### config.mk
export PLATFORM = sky130hd
export DESIGN_NAME = fft_peak_detector_flat
export DESIGN_NICKNAME = d
export VERILOG_FILES = /design/src/rtl/fft_peak_detector_pkg.sv /design/src/rtl/fft_peak_detector_if.sv /design/src/rtl/fft_peak_detector_bin_power.sv /design/src/rtl/fft_peak_detector.sv /design/src/flat_wrapper.sv
export SDC_FILE = /design/constraint.sdc
export NUM_CORES = 1
export LEC_CHECK = 0
export CORE_MARGIN = 4
export CORE_UTILIZATION = 25
export CTS_CLUSTER_DIAMETER = 120
export DETAILED_ROUTE_END_ITERATION = 12
export HOLD_SLACK_MARGIN = 0.06
export SLEW_MARGIN = 20
export SYNTH_ARGS = -nofsm -noshare
export SYNTH_HDL_FRONTEND = slang
export SYNTH_SLANG_ARGS = --single-unit
### constraint.sdc
create_clock -name CLK -period 10.3 [get_ports CLK]
set_clock_uncertainty 0.15 [all_clocks]
set_input_delay 1.03 -clock CLK [delete_from_list [all_inputs] [get_ports CLK]]
set_output_delay 1.03 -clock CLK [all_outputs]
set_load 0.02 [all_outputs]
### src/rtl/fft_peak_detector_pkg.sv
// Shared types, widths and helpers for the FFT peak detector.
// Holds ceil_log2, the FSM state encoding and default widths.
`timescale 1ns/1ps
package fft_pkg;

  function automatic int ceil_log2(input int n);
    int r;
    r = 0;
    while ((1 << r) < n) r++;
    return r;
  endfunction

  typedef enum logic [1:0] {
    ST_IDLE  = 2'd0,
    ST_ACCUM = 2'd1,
    ST_FLUSH = 2'd2,
    ST_HOLD  = 2'd3
  } state_e;

  localparam int WIDTH_DEF  = 10;
  localparam int POINTS_DEF = 32;
  localparam int LOGPTS = ceil_log2(POINTS_DEF);
  localparam int PWR_W  = 2 * WIDTH_DEF;
  localparam int SUM_W  = PWR_W + LOGPTS;

endpackage

### src/rtl/fft_peak_detector_if.sv
// Bundle of the FFT core read-out port and the peak result port.
// master: core/consumer side; slave: the peak detector.
`timescale 1ns/1ps
interface fft_peak_detector_if #(
  parameter int WIDTH  = 10,
  parameter int POINTS = 32
);
  import fft_pkg::*;

  localparam int LW = ceil_log2(POINTS);
  localparam int PW = 2 * WIDTH;
  localparam int SW = PW + LW;

  logic                    OUTP_READY;
  logic                    DATAO_VALID;
  logic signed [WIDTH-1:0] DATAO_RE;
  logic signed [WIDTH-1:0] DATAO_IM;
  logic                    READ_OUTP;

  logic                    PEAK_VALID;
  logic                    PEAK_READY;
  logic [LW-1:0]           PEAK_BIN;
  logic [PW-1:0]           PEAK_PWR;
  logic [SW-1:0]           SUM_PWR;
  logic                    SHORT_FRAME;
  logic                    DROP;

  modport master (
    output OUTP_READY, DATAO_VALID,
    output DATAO_RE, DATAO_IM,
    output PEAK_READY,
    input  READ_OUTP, PEAK_VALID,
    input  PEAK_BIN, PEAK_PWR, SUM_PWR,
    input  SHORT_FRAME, DROP
  );

  modport slave (
    input  OUTP_READY, DATAO_VALID,
    input  DATAO_RE, DATAO_IM,
    input  PEAK_READY,
    output READ_OUTP, PEAK_VALID,
    output PEAK_BIN, PEAK_PWR, SUM_PWR,
    output SHORT_FRAME, DROP
  );

endinterface

### src/rtl/fft_peak_detector_bin_power.sv
// fft_bin_power: registered signed squares plus bin index sideband.
// Ports: clk_i, rst_ni, vld_i/re_i/im_i/idx_i in; vld_o/idx_o/pwr_o out.
`timescale 1ns/1ps
module fft_bin_power
  import fft_pkg::*;
#(
  parameter int WIDTH = 10,
  parameter int IDX_W = 5
) (
  input  logic                    clk_i,
  input  logic                    rst_ni,
  input  logic                    vld_i,
  input  logic signed [WIDTH-1:0] re_i,
  input  logic signed [WIDTH-1:0] im_i,
  input  logic [IDX_W-1:0]        idx_i,
  output logic                    vld_o,
  output logic [IDX_W-1:0]        idx_o,
  output logic [2*WIDTH-1:0]      pwr_o
);

  localparam int PW = 2 * WIDTH;

  logic signed [PW-1:0] re_x, im_x;
  logic [PW-1:0]        re_sq, im_sq;
  logic [PW-1:0]        re2_q, im2_q;
  logic                 vld_q;
  logic [IDX_W-1:0]     idx_q;

  assign re_x  = PW'(re_i);
  assign im_x  = PW'(im_i);
  assign re_sq = re_x * re_x;
  assign im_sq = im_x * im_x;

  always_ff @(posedge clk_i or negedge rst_ni) begin
    if (!rst_ni) begin
      re2_q <= '0;
      im2_q <= '0;
      vld_q <= 1'b0;
      idx_q <= '0;
    end else begin
      re2_q <= re_sq;
      im2_q <= im_sq;
      vld_q <= vld_i;
      idx_q <= idx_i;
    end
  end

  // Each square is at most 2^(2W-2), so the sum fits 2W bits.
  // The add is the second stage; the consumer registers it.
  assign pwr_o = re2_q + im2_q;
  assign vld_o = vld_q;
  assign idx_o = idx_q;

endmodule

### src/rtl/fft_peak_detector.sv
// Peak search over one FFT frame: strongest bin, its power, total power.
// Ports: CLK, NGRST, bus (slave: core read-out in, result handshake out).
`timescale 1ns/1ps
module fft_peak_detector
  import fft_pkg::*;
#(
  parameter int WIDTH   = 10,
  parameter int POINTS  = 32,
  parameter bit EXCL_DC = 1'b0
) (
  input logic                CLK,
  input logic                NGRST,
  fft_peak_detector_if.slave bus
);

  localparam int LW = ceil_log2(POINTS);
  localparam int PW = 2 * WIDTH;
  localparam int SW = PW + LW;

  state_e          state_q, state_d;
  logic [LW-1:0]   cnt_q, cnt_d;
  logic            fl_q, fl_d;
  logic            short_q, short_d;
  logic            pend_q, pend_d;
  logic            drop_q, drop_d;

  logic [LW-1:0]   mbin_q;
  logic [PW-1:0]   mpwr_q;
  logic [SW-1:0]   sum_q;

  logic            rd;
  logic            acc;
  logic            last;
  logic            drop_now;

  logic            p_vld;
  logic [LW-1:0]   p_idx;
  logic [PW-1:0]   p_pwr;
  logic            p_elig;

  assign rd = (state_q == ST_IDLE) ||
              (state_q == ST_ACCUM);
  assign acc      = bus.DATAO_VALID && rd;
  assign drop_now = bus.DATAO_VALID && !rd;
  assign last     = (cnt_q == LW'(POINTS - 1));

  fft_bin_power #(
    .WIDTH (WIDTH),
    .IDX_W (LW)
  ) u_pwr (
    .clk_i  (CLK),
    .rst_ni (NGRST),
    .vld_i  (acc),
    .re_i   (bus.DATAO_RE),
    .im_i   (bus.DATAO_IM),
    .idx_i  (cnt_q),
    .vld_o  (p_vld),
    .idx_o  (p_idx),
    .pwr_o  (p_pwr)
  );

  // cnt_q is zero whenever the FSM is idle, so the first
  // sample of a frame is tagged bin 0.
  always_comb begin
    state_d = state_q;
    cnt_d   = cnt_q;
    fl_d    = 1'b0;
    short_d = short_q;
    pend_d  = pend_q || drop_now;
    drop_d  = drop_q;
    unique case (state_q)
      ST_IDLE: begin
        short_d = 1'b0;
        if (acc) begin
          state_d = ST_ACCUM;
          cnt_d   = LW'(1);
        end
      end
      ST_ACCUM: begin
        if (acc) cnt_d = cnt_q + LW'(1);
        // A full frame wins over a same-cycle OUTP_READY fall.
        if (acc && last) begin
          state_d = ST_FLUSH;
          short_d = 1'b0;
          cnt_d   = '0;
        end else if (!bus.OUTP_READY) begin
          state_d = ST_FLUSH;
          short_d = 1'b1;
          cnt_d   = '0;
        end
      end
      ST_FLUSH: begin
        fl_d = !fl_q;
        if (fl_q) begin
          state_d = ST_HOLD;
          // Drops seen so far belong to this result;
          // later ones wait for the next one.
          drop_d  = pend_q || drop_now;
          pend_d  = 1'b0;
        end
      end
      ST_HOLD: begin
        if (bus.PEAK_READY) begin
          state_d = ST_IDLE;
          drop_d  = 1'b0;
        end
      end
      default: state_d = ST_IDLE;
    endcase
  end

  always_ff @(posedge CLK or negedge NGRST) begin
    if (!NGRST) begin
      state_q <= ST_IDLE;
      cnt_q   <= '0;
      fl_q    <= 1'b0;
      short_q <= 1'b0;
      pend_q  <= 1'b0;
      drop_q  <= 1'b0;
    end else begin
      state_q <= state_d;
      cnt_q   <= cnt_d;
      fl_q    <= fl_d;
      short_q <= short_d;
      pend_q  <= pend_d;
      drop_q  <= drop_d;
    end
  end

  assign p_elig = !(EXCL_DC && (p_idx == '0));

  // Pipeline is empty while idle, so clearing here is safe.
  // Strict compare keeps the lowest bin on ties.
  always_ff @(posedge CLK or negedge NGRST) begin
    if (!NGRST) begin
      mbin_q <= '0;
      mpwr_q <= '0;
      sum_q  <= '0;
    end else if (state_q == ST_IDLE) begin
      mbin_q <= '0;
      mpwr_q <= '0;
      sum_q  <= '0;
    end else if (p_vld) begin
      sum_q <= sum_q + SW'(p_pwr);
      if (p_elig && (p_pwr > mpwr_q)) begin
        mpwr_q <= p_pwr;
        mbin_q <= p_idx;
      end
    end
  end

  assign bus.READ_OUTP   = rd;
  assign bus.PEAK_VALID  = (state_q == ST_HOLD);
  assign bus.PEAK_BIN    = mbin_q;
  assign bus.PEAK_PWR    = mpwr_q;
  assign bus.SUM_PWR     = sum_q;
  assign bus.SHORT_FRAME = short_q;
  assign bus.DROP        = drop_q;

endmodule

### src/flat_wrapper.sv
// flat-port wrapper written by rule: the top's interface ports become plain ports
module fft_peak_detector_flat import fft_pkg::*;
#(
  parameter int WIDTH   = 10,
  parameter int POINTS  = 32,
  parameter bit EXCL_DC = 1'b0
)
  (CLK, NGRST, bus_OUTP_READY, bus_DATAO_VALID, bus_DATAO_RE, bus_DATAO_IM, bus_PEAK_READY, bus_READ_OUTP, bus_PEAK_VALID, bus_PEAK_BIN, bus_PEAK_PWR, bus_SUM_PWR, bus_SHORT_FRAME, bus_DROP);
  fft_peak_detector_if #(.WIDTH(WIDTH), .POINTS(POINTS)) bus_i ();
  input logic CLK;
  input logic NGRST;
  input wire logic [$bits(bus_i.OUTP_READY)-1:0] bus_OUTP_READY;
  input wire logic [$bits(bus_i.DATAO_VALID)-1:0] bus_DATAO_VALID;
  input wire logic [$bits(bus_i.DATAO_RE)-1:0] bus_DATAO_RE;
  input wire logic [$bits(bus_i.DATAO_IM)-1:0] bus_DATAO_IM;
  input wire logic [$bits(bus_i.PEAK_READY)-1:0] bus_PEAK_READY;
  output wire logic [$bits(bus_i.READ_OUTP)-1:0] bus_READ_OUTP;
  output wire logic [$bits(bus_i.PEAK_VALID)-1:0] bus_PEAK_VALID;
  output wire logic [$bits(bus_i.PEAK_BIN)-1:0] bus_PEAK_BIN;
  output wire logic [$bits(bus_i.PEAK_PWR)-1:0] bus_PEAK_PWR;
  output wire logic [$bits(bus_i.SUM_PWR)-1:0] bus_SUM_PWR;
  output wire logic [$bits(bus_i.SHORT_FRAME)-1:0] bus_SHORT_FRAME;
  output wire logic [$bits(bus_i.DROP)-1:0] bus_DROP;
  assign bus_i.OUTP_READY = bus_OUTP_READY;
  assign bus_i.DATAO_VALID = bus_DATAO_VALID;
  assign bus_i.DATAO_RE = bus_DATAO_RE;
  assign bus_i.DATAO_IM = bus_DATAO_IM;
  assign bus_i.PEAK_READY = bus_PEAK_READY;
  assign bus_READ_OUTP = bus_i.READ_OUTP;
  assign bus_PEAK_VALID = bus_i.PEAK_VALID;
  assign bus_PEAK_BIN = bus_i.PEAK_BIN;
  assign bus_PEAK_PWR = bus_i.PEAK_PWR;
  assign bus_SUM_PWR = bus_i.SUM_PWR;
  assign bus_SHORT_FRAME = bus_i.SHORT_FRAME;
  assign bus_DROP = bus_i.DROP;
  fft_peak_detector #(.WIDTH(WIDTH), .POINTS(POINTS), .EXCL_DC(EXCL_DC)) u_core (.CLK(CLK), .NGRST(NGRST), .bus(bus_i));
endmodule
# Word level (Yosys, flattened, before mapping)

Cells that the tools add are included.

Memories kept: 0
Output and inout bits: 54
Bits in registers: 107
Latch bits: 0
Memory bits (writable): 0
Input bits: 25
ROM bits: 0

Shifts and indexed selects: 0
Equality and inequality tests: 9
Multipliers: 2
Multiplexer cells: 28
Magnitude comparators: 1
Bitwise gates (word level): 0
Div/mod/pow operators: 0
$add $sub $neg: 3
Reduce and logical (&&, ||, !) cells: 17

Operators with widths:

| kind                                          | number |
|---|---|
| 2-to-1 mux 20 bit                             | 3 |
| 2-to-1 mux 25 bit                             | 2 |
| multiplier 10 x 10 -> 20 bit                  | 2 |
| 2-to-1 mux 5 bit                              | 7 |
| adder 25 x 20 -> 25 bit                       | 1 |
| adder 20 bit                                  | 1 |
| > comparator 20 bit                           | 1 |
| 2-to-1 mux 2 bit                              | 5 |
| case mux 5 bit (2 select lines)               | 1 |
| case mux 2 bit (4 select lines)               | 1 |
| nonzero test 2 bit                            | 4 |
| 2-to-1 mux 1 bit                              | 7 |
| AND reduction 3 bit                           | 2 |
| adder 5 x 1 -> 5 bit, second input constant   | 1 |
| == test 5 bit, second input constant          | 1 |
| == test 2 bit, second input constant          | 2 |
| != test 2 x 1 -> 1 bit, second input constant | 2 |
| != test 4 x 3 -> 1 bit, second input constant | 1 |
| case mux 1 bit (2 select lines)               | 2 |
| AND reduction 2 bit                           | 2 |
| AND reduction 4 bit                           | 1 |
| logical AND 1 bit                             | 3 |
| != test 3 bit, second input constant          | 1 |
| == test 2 x 1 -> 1 bit, second input constant | 1 |
| other kinds (4)                               | 6 |

# Depth between registers and ports, before layout

Gate-level depths: netlist of the first run.

Depth after elaboration: 7
Depth in mapped cells: 21
Mapped depth without buffers: 20

# Cells and area by module

A second synthesis of the first run with hierarchy kept.

Cell total of the unflattened synthesis: 1448
Area total of the unflattened synthesis: 13404.1 um2

Modules (own cells, without submodules):

| module            | times used | area an instance (um2) | cells an instance | sequential area each (um2) |
|---|---|---|---|---|
| fft_bin_power     | 1          | 9152.5                 | 1000              | 1101.1 |
| fft_peak_detector | 1          | 4251.6                 | 448               | 1526.5 |

# Worst setup path after synthesis of the first run

Ideal clock, no wire load.

Path type: input port to flip-flop
Start: in bus_DATAO_IM[3]
End: reg u_core.u_pwr.im2_q[19]
Arrival: 5.720 ns
Setup slack: 4.350 ns
Data required time: 10.070 ns
Stages on the path: 21
Cell sequence: clkbuf_1 nand2_1 fa_1 inv_1 ha_1 inv_1 fa_1 inv_1 fa_1 inv_1 fa_1 inv_1 ha_1 or2_2 a21oi_1 o21ba_1 a41o_1 o41ai_4 o2111ai_1 a21oi_1 xnor2_1

Longest elaborated chain between the ends: 1

Ends and longest elaborated chain:

| what                         | RTL line                          | source |
|---|---|---|
| from (decl)                  | flat_wrapper.sv:15                | `input wire logic [$bits(bus_i.DATAO_IM)-1:0] bus_DATAO_IM;` |
| multiplier 10 x 10 -> 20 bit | fft_peak_detector_bin_power.sv:32 | `assign im_sq = im_x * im_x;` |
| net u_core.u_pwr.im_sq[19]   | fft_peak_detector_bin_power.sv:24 | `logic [PW-1:0] re_sq, im_sq;` |
| to (signal assigned)         | fft_peak_detector_bin_power.sv:42 | `im2_q <= im_sq;` |
| to (decl)                    | fft_peak_detector_bin_power.sv:25 | `logic [PW-1:0] re2_q, im2_q;` |

The timed path passes the listed nets, and every way through them passes these cells.
A chain may end at the register's enable or synchronous reset.

# Worst setup path after layout of the first run

Same ends and word-level chain as after synthesis.

==> results of run 1 <==
routing by layer:
metal	vias up	share of wire, %
li1	4671	-
met1	4808	45
met2	151	51
met3	13	3.3
met4	0	0.90
met5	-	0
worst max-delay path, delay by kind of cell:
| kind | cells | cell delay (ps) |
|---|---|---|
| compound gates | 6 | 1270 |
| xor+xnor | 1 | 130 |
| fa+ha+maj | 6 | 2600 |
| simple gates | 2 | 560 |
| buf+inv | 6 | 1080 |
logic make-up after synthesis:
logic type	after synthesis	share of synthesized area, %
buffers and inverters	354	10.2
AND/OR/NAND/NOR	354	12.5
adder cells (fa/ha/maj)	322	39.6
AO/OA/AOI/OAI	185	9.76
flip-flops	105	19.9
XOR/XNOR	77	5.12
multiplexers	38	2.93
final timing paths:
path / slack [ps] / endpoint / cells past startpoint
worst max-delay path: 3770 / u_core.u_pwr.im2_q[19] / 21
worst min-delay path: 270 / u_core.u_pwr.idx_o[4] / 0
worst max register to register: 5140 / u_core.bus.PEAK_PWR[4] / 19
worst min register to register: 270 / u_core.u_pwr.idx_o[4] / 0
max in group asynchronous: 8260 / u_core.bus.PEAK_PWR[1] / 2
min in group asynchronous: 460 / u_core.bus.PEAK_BIN[0] / 1
final cells by class:
class | instances | area [µm²] | area share, %
multi-input cells | 976 | 9220 | 61.3
well taps | 680 | 851 | 5.66
repair buffers | 82 | 808 | 5.37
flip-flops and latches | 105 | 2630 | 17.5
inverters | 322 | 1210 | 8.03
clock buffers | 9 | 225 | 1.50
clock inverters | 7 | 98.8 | 0.657
metrics by stage:
stage	setup slack, ps	instance area [µm²]	instances	hold WS [ps]	utilization, %
2_1_floorplan	4350	13200	1435	228	-
3_3_place_gp	3530	14700	2165	239	28.5
3_5_place_dp	3360	14700	2165	250	28.5
4_1_cts	3730	15000	2181	268	29.1
5_1_grt	3330	15000	2181	281	29.1
6_report	3770	15000	2181	270	29.1
flip-flops by register name (all words and copies together) (netlist names):
name / flops
u_core.bus.SHORT_FRAME: 1
u_core.bus.PEAK_PWR: 20
u_core.u_pwr.vld_o: 1
u_core.u_pwr.idx_o: 5
u_core.bus.PEAK_BIN: 5
u_core.state_q: 2
u_core.bus.SUM_PWR: 25
u_core.fl_q: 1
u_core.u_pwr.im2_q: 19
u_core.pend_q: 1
u_core.u_pwr.re2_q: 19
u_core.bus.DROP: 1
u_core.cnt_q: 5
placed cells by master (no fill, tap or decap), drive strengths merged, types with 35 or more instances in the layout:
cell type	instances
a21oi	51
xnor2	64
dfrtp	105
inv	324
nor2	113
fa	159
nand2	98
ha	163
clkdlybuf4s50	77
o21ai	35
==> flow_summary.yaml, run 1 <==
floorplan:
  initial_core_util_pct: 25.5
  chipHeight_um: 238
  num_rows: 83
  core_area_um2: 51700
  ioPinCount: 79
  die_x_um: 238
  dieArea_um2: 56400
clock_network:
  cts_setup_buffers: 0
  cts_hold_buf: 0
  cts.sinks: 105
  insertion_delay_ps: 360
  cts_buffers: 9
  cts_tree: "done"
  path_clk_slew_ps: 70
  cts-htree-levels: 3
  cts-resized-gates: 0
  cts-root-buf: "clkbuf_16"
  clock_tree.buffer_depth: 2
sta:
  tightest_slew_ps: 923
  slew_viol_final: 0
  fin_crit_sh_pct: 63.4
  max_slew_margin_pct: 38.5
  setup-tns-final_ps: 0
  period_needed_ps: 6530
  grt_setup_unrepaired: "false"
  finalHoldViolCount: 0
  setup_viol: 0
  fmaxAchievable_mhz: 153
yosys:
  synth-async-reset-ratio_pct: 100
  synth.avg_cell_area_um2: 9.18
  synth_top_area_share_pct: 24.2
  ys_top_cells_by_area: "fa_1, dfrtp_1, ha_1"
  seq_area_frac_synth_pct: 19.9
  yosysWarnings: 0
  synth_edf_count: 0
  synthFlopType: "dfrtp_1"
  synth_cells: 1435
  syn_area_um2: 13200
  synth_seq_cells: 105
  synth_common_cells: "inv_1, ha_1, fa_1"
  synth.most_common_cell: "inv_1"
  yosysUniqueCellTypes: 66
  synth_nets: 1782
  synth_area_leader_cell: "fa_1"
place:
  io_buffers: 78
  place_hpwl_mm: 25.0
  place_congestion: 0.875
global_routing:
  grt_pass1_vias: 10200
  track_usage_pct: 10.8
  grt_start_max_net_pins: 73
  grt_busiest_layer: "met2"
  grt_antenna_before_repair: 0
  grt_pass1_wl_mm: 50.9
  grt_overflow_total: 0
  met1_usage_pct: 14.1
  grt.met3_usage_pct: 1.50
  grtUsageMet2_pct: 19.6
finish:
  fillers: 5400
  drive_gt1_share_pct: 3.06
  syn_to_final_growth_pct: 14.2
  fin_nets: 1843
  diodes: 0
setup_path:
  path_max_fanout: 14
  r2r-start: "u_core.u_pwr.im2_q[7]"
  worstSetupPathType: "input port to flop"
  crit_required_ps: 10430
  critPathSlowestCell: "clkdlybuf4s50_1"
  cp-end-kind: "flop"
  path_cells: "clkdlybuf4s50_1 > nand2_1 > fa_1 > inv_1 > ha_1 > inv_1 > fa_1 > inv_1 > fa_1 > inv_1 > fa_1 > inv_1 > ha_1 > or2_2 > a21oi_1 > o21ba_1 > a41o_1 > o41ai_4 > o2111ai_1 > a21oi_1 > xnor2_1"
  crit_top_cell: "inv_1"
  slowest_delay_ps: 850
  cp-start-kind: "input port"
  critPathArrivalTime_ps: 6660
  startpoint: "bus_DATAO_IM[3]"
hold_path:
  min_path_type: "flop to flop"
  hp-start: "u_core.cnt_q[4]"
routing:
  dr.first_iter.drc_count: 536
  vias: 9643
  drcViolationCount: 0
  wl_mm: 29.6
  ant_nets: 0
  drt_pass1_iterations: 5
  vias_per_cell: 4.42
  wl_per_cell_um: 13.6
run:
  cap_violations: 0
outcome:
  status: "complete, no violations"
Power of run 1 is left out: the tool's default activity adds up to more than one toggle a clock period on the data nets, which glitch-free logic cannot reach.
==> run 2: changes to the inputs <==
Clock period 10.3 ns to 6.5 ns, I/O delays scaled along.
==> run 2 against run 1 <==
Net effect:
- global-route usage decreased by 0.27 points
- sequential share of layout area decreased by 0.12 points
- final area increased by 0.67%
- hold slack got worse by 180 ps
- clock-buffer cell count unchanged
- first-iteration DRC count decreased by 17%
- setup slack got worse by 3300 ps
==> flow_summary.yaml, run 2 (synthesis results as in run 1) <==
setup_path:
  startpoint: "bus_DATAO_RE[5]"
  worstSetupPathType: "input port to flop"
  crit_required_ps: 6560
  path_cells: "clkdlybuf4s50_1 > inv_1 > nor2_1 > inv_1 > fa_1 > inv_1 > fa_1 > fa_1 > fa_1 > inv_1 > fa_1 > inv_1 > ha_1 > or2_2 > a21oi_1 > a311oi_1 > o21a_1 > o21a_1 > nor4_1 > a311oi_1"
  cp-start-kind: "input port"
  slowest_delay_ps: 770
  path_max_fanout: 10
  r2r-start: "u_core.u_pwr.im2_q[7]"
  critPathArrivalTime_ps: 6040
  critPathSlowestCell: "clkdlybuf4s50_1"
  cp-end-kind: "flop"
routing:
  vias: 9639
  drcViolationCount: 0
  vias_per_cell: 4.38
  wl_mm: 29.1
  ant_nets: 0
  dr.first_iter.drc_count: 446
  wl_per_cell_um: 13.3
  drt_pass1_iterations: 5
clock_network:
  cts-resized-gates: 0
  cts-htree-levels: 3
  cts-root-buf: "clkbuf_16"
  cts_setup_buffers: 0
  cts_buffers: 9
  path_clk_slew_ps: 80
  cts.sinks: 105
  insertion_delay_ps: 360
  clock_tree.buffer_depth: 2
  cts_hold_buf: 0
  cts_tree: "done"
global_routing:
  grt_pass1_wl_mm: 49.7
  grt_pass1_vias: 9989
  grt_start_max_net_pins: 70
  grt_overflow_total: 0
  grt_antenna_before_repair: 0
  track_usage_pct: 10.6
finish:
  layout_commonest_cell: "inv_1"
  diodes: 0
  largest_reg_flops: 25
  instances_no_fill: 2199
  mostFrequentLayoutCells: "inv_1, ha_1, fa_1"
  drive_gt1_share_pct: 4.21
  fin_nets: 1861
  fillers: 5417
  syn_to_final_growth_pct: 14.9
sta:
  setup-tns-final_ps: 0
  timing.hold.ws_ps: 87.0
  slew_viol_final: 0
  finalHoldViolCount: 0
  tightest_slew_ps: 893
  period_needed_ps: 5980
  fmaxAchievable_mhz: 167
  worst_slack_ps: 515
  grt_setup_unrepaired: "false"
  fin_crit_sh_pct: 92.1
  setup_viol: 0
  max_slew_margin_pct: 40.4
place:
  io_buffers: 78
  dp.cells: 2183
  preCtsSetupSlack_ps: 73.0
  place_hpwl_mm: 24.9
  place_congestion: 0.877
outcome:
  status: "complete, no violations"
floorplan:
  dieArea_um2: 56400
  core_area_um2: 51700
  initial_core_util_pct: 25.5
  die_x_um: 238
  ioPinCount: 79
  chipHeight_um: 238
  num_rows: 83
hold_path:
  min_path_type: "input port to async pin"
run:
  cap_violations: 0
run 2: final cells by class:
class	count	area, µm²	area share, %
inverters	322	1210	7.98
multi-input cells	976	9220	60.9
repair buffers	100	946	6.25
well taps	680	851	5.62
flip-flops and latches	105	2630	17.4
clock buffers	9	225	1.49
clock inverters	7	61.3	0.405
run 2: path summary, 6_finish.rpt:
check	slack, ps	cells past startpoint	endpoint
setup / recovery	520	20	u_core.u_pwr.re2_q[19]
hold / removal	90	1	u_core.bus.PEAK_BIN[0]
setup reg to reg	1680	19	u_core.bus.PEAK_PWR[13]
hold reg to reg	280	0	u_core.u_pwr.idx_o[4]
max in group asynchronous	4840	2	u_core.u_pwr.im2_q[7]
min in group CLK	280	0	u_core.u_pwr.idx_o[4]
run 2: per-stage QoR:
stage | util [%] | area [µm²]
floorplan | - | 13200
global placement | 28.7 | 14900
detailed placement | 28.7 | 14900
CTS | 29.3 | 15100
global route | 29.3 | 15100
finish | 29.3 | 15100
run 2: per-layer routing:
metal / wire (µm) / up-vias / GRT usage (%)
met1: 13300 / 4764 / 14.2
met4: 689 / 0 / 2.65
met5: 0 / - / 0
met3: 882 / 29 / 1.11
met2: 14300 / 147 / 18.3
li1: - / 4699 / -
run 2: worst max-delay path, delay by kind of cell:
kind,cells,cell delay (ps)
fa+ha+maj,6,2670
buf+inv,6,1170
compound gates,5,800
simple gates,3,750
Power of run 2 is left out for the same reason.
==> run 3: changes to the inputs <==
Settings changed: CORE_ASPECT_RATIO set to 0.7, CTS_CLUSTER_DIAMETER 120 to not set, REMOVE_ABC_BUFFERS set to 1.
==> run 3 against run 2 <==
Net effect:
- final area is essentially flat
- sequential share of layout area is essentially flat
- first-iteration DRC count grew 1.1%
- critical path type unchanged
==> flow_summary.yaml, run 3 (synthesis results as in run 1) <==
outcome:
  status: "complete, no violations"
place:
  io_buffers: 78
  place_hpwl_mm: 24.9
  place_congestion: 0.835
finish:
  mostFrequentLayoutCells: "inv_1, ha_1, fa_1"
  syn_to_final_growth_pct: 15.0
  diodes: 0
  layout_commonest_cell: "inv_1"
  drive_gt1_share_pct: 4.15
  largest_reg_flops: 25
  fin_nets: 1861
  fillers: 5461
clock_network:
  cts_tree: "done"
  cts.sinks: 105
  insertion_delay_ps: 360
  path_clk_slew_ps: 80
  clock_tree.buffer_depth: 2
  cts-resized-gates: 0
  cts-htree-levels: 3
  cts_setup_buffers: 0
  cts_hold_buf: 0
  cts-root-buf: "clkbuf_16"
  cts_buffers: 9
sta:
  period_needed_ps: 6070
  setup-tns-final_ps: 0
  fin_crit_sh_pct: 93.4
  fmaxAchievable_mhz: 165
  finalHoldViolCount: 0
  setup_viol: 0
  slew_viol_final: 0
  max_slew_margin_pct: 37.9
  tightest_slew_ps: 928
  grt_setup_unrepaired: "false"
global_routing:
  track_usage_pct: 10.6
  grt_antenna_before_repair: 1
  grt_overflow_total: 0
  grt_pass1_vias: 9705
  grt_pass1_wl_mm: 49.0
  grt_start_max_net_pins: 78
floorplan:
  initial_core_util_pct: 25.2
  chipHeight_um: 200
  ioPinCount: 79
  num_rows: 70
  dieArea_um2: 56500
  die_x_um: 282
  core_area_um2: 52200
setup_path:
  r2r_slack_ps: 1480
  worstSetupPathType: "input port to flop"
  r2r-start: "u_core.u_pwr.im2_q[7]"
  reg2reg_depth: 19
  path_max_fanout: 9
  r2r_end: "u_core.bus.PEAK_BIN[0]"
  cp-end-kind: "flop"
  critPathArrivalTime_ps: 6170
  crit_required_ps: 6600
  cp-start-kind: "input port"
routing:
  vias_per_cell: 4.35
  wl_mm: 29.2
  vias: 9587
  wl_per_cell_um: 13.3
  drt_pass1_iterations: 6
  ant_nets: 0
  drcViolationCount: 0
  dr.first_iter.drc_count: 451
run:
  cap_violations: 0
hold_path:
  min_path_type: "input port to async pin"
[run 3: how the worst max path moves through the flow]
stage                     startpoint                      to  cells past startpoint
2_1_floorplan  u_core.u_pwr.re2_q[3]  u_core.bus.PEAK_BIN[0]                     18
3_3_place_gp         bus_DATAO_RE[2]  u_core.u_pwr.re2_q[19]                     22
3_5_place_dp         bus_DATAO_RE[2]  u_core.u_pwr.re2_q[19]                     22
4_1_cts              bus_DATAO_RE[2]  u_core.u_pwr.re2_q[19]                     22
5_1_grt              bus_DATAO_RE[2]  u_core.u_pwr.re2_q[19]                     22
6_report             bus_DATAO_RE[2]  u_core.u_pwr.re2_q[19]                     22
[run 3: critical path, stage by stage]
cell and delay, ps:
clkdlybuf4s50_1 650, buf_4 280, nand2_1 100, inv_1 80, fa_1 500, inv_1 50
fa_1 510, inv_1 40, ha_1 260, inv_1 70, fa_1 420, fa_1 490
inv_1 40, ha_1 340, nand2_1 60, o21ai_0 330, o211ai_1 250, a311oi_1 380
o21a_1 180, o21a_1 150, nor4_1 60, a311oi_1 290
[run 3: final cells by class]
cell class,count,area [µm²],share of cell area (%)
well taps,684,856,5.65
repair buffers,100,960,6.33
flip-flops and latches,105,2630,17.3
clock buffers,9,225,1.49
multi-input cells,976,9220,60.9
clock inverters,6,52.6,0.347
inverters,322,1210,7.98
[run 3: per-stage QoR]
stage	cell area (µm²)	hold WS (ps)	std cells	utilization (%)	worst slack, ps
2_1_floorplan	13000	204	1403	-	350
3_3_place_gp	14900	252	2187	28.5	182
3_5_place_dp	14900	252	2187	28.5	49.4
4_1_cts	15100	63.5	2202	29.0	410
5_1_grt	15200	85.4	2202	29.0	90.9
6_report	15200	65.9	2202	29.0	428
[run 3: metal layers]
metal | up-vias | wire length (µm) | share of wire, % | global-route usage, %
met5 | - | 9 | 0.031 | 0
met4 | 2 | 353 | 1.2 | 1.69
met3 | 22 | 1230 | 4.2 | 1.62
met2 | 165 | 13200 | 45 | 17.2
met1 | 4686 | 14400 | 49 | 15.4
li1 | 4712 | - | - | -
Power of run 3 is left out for the same reason.
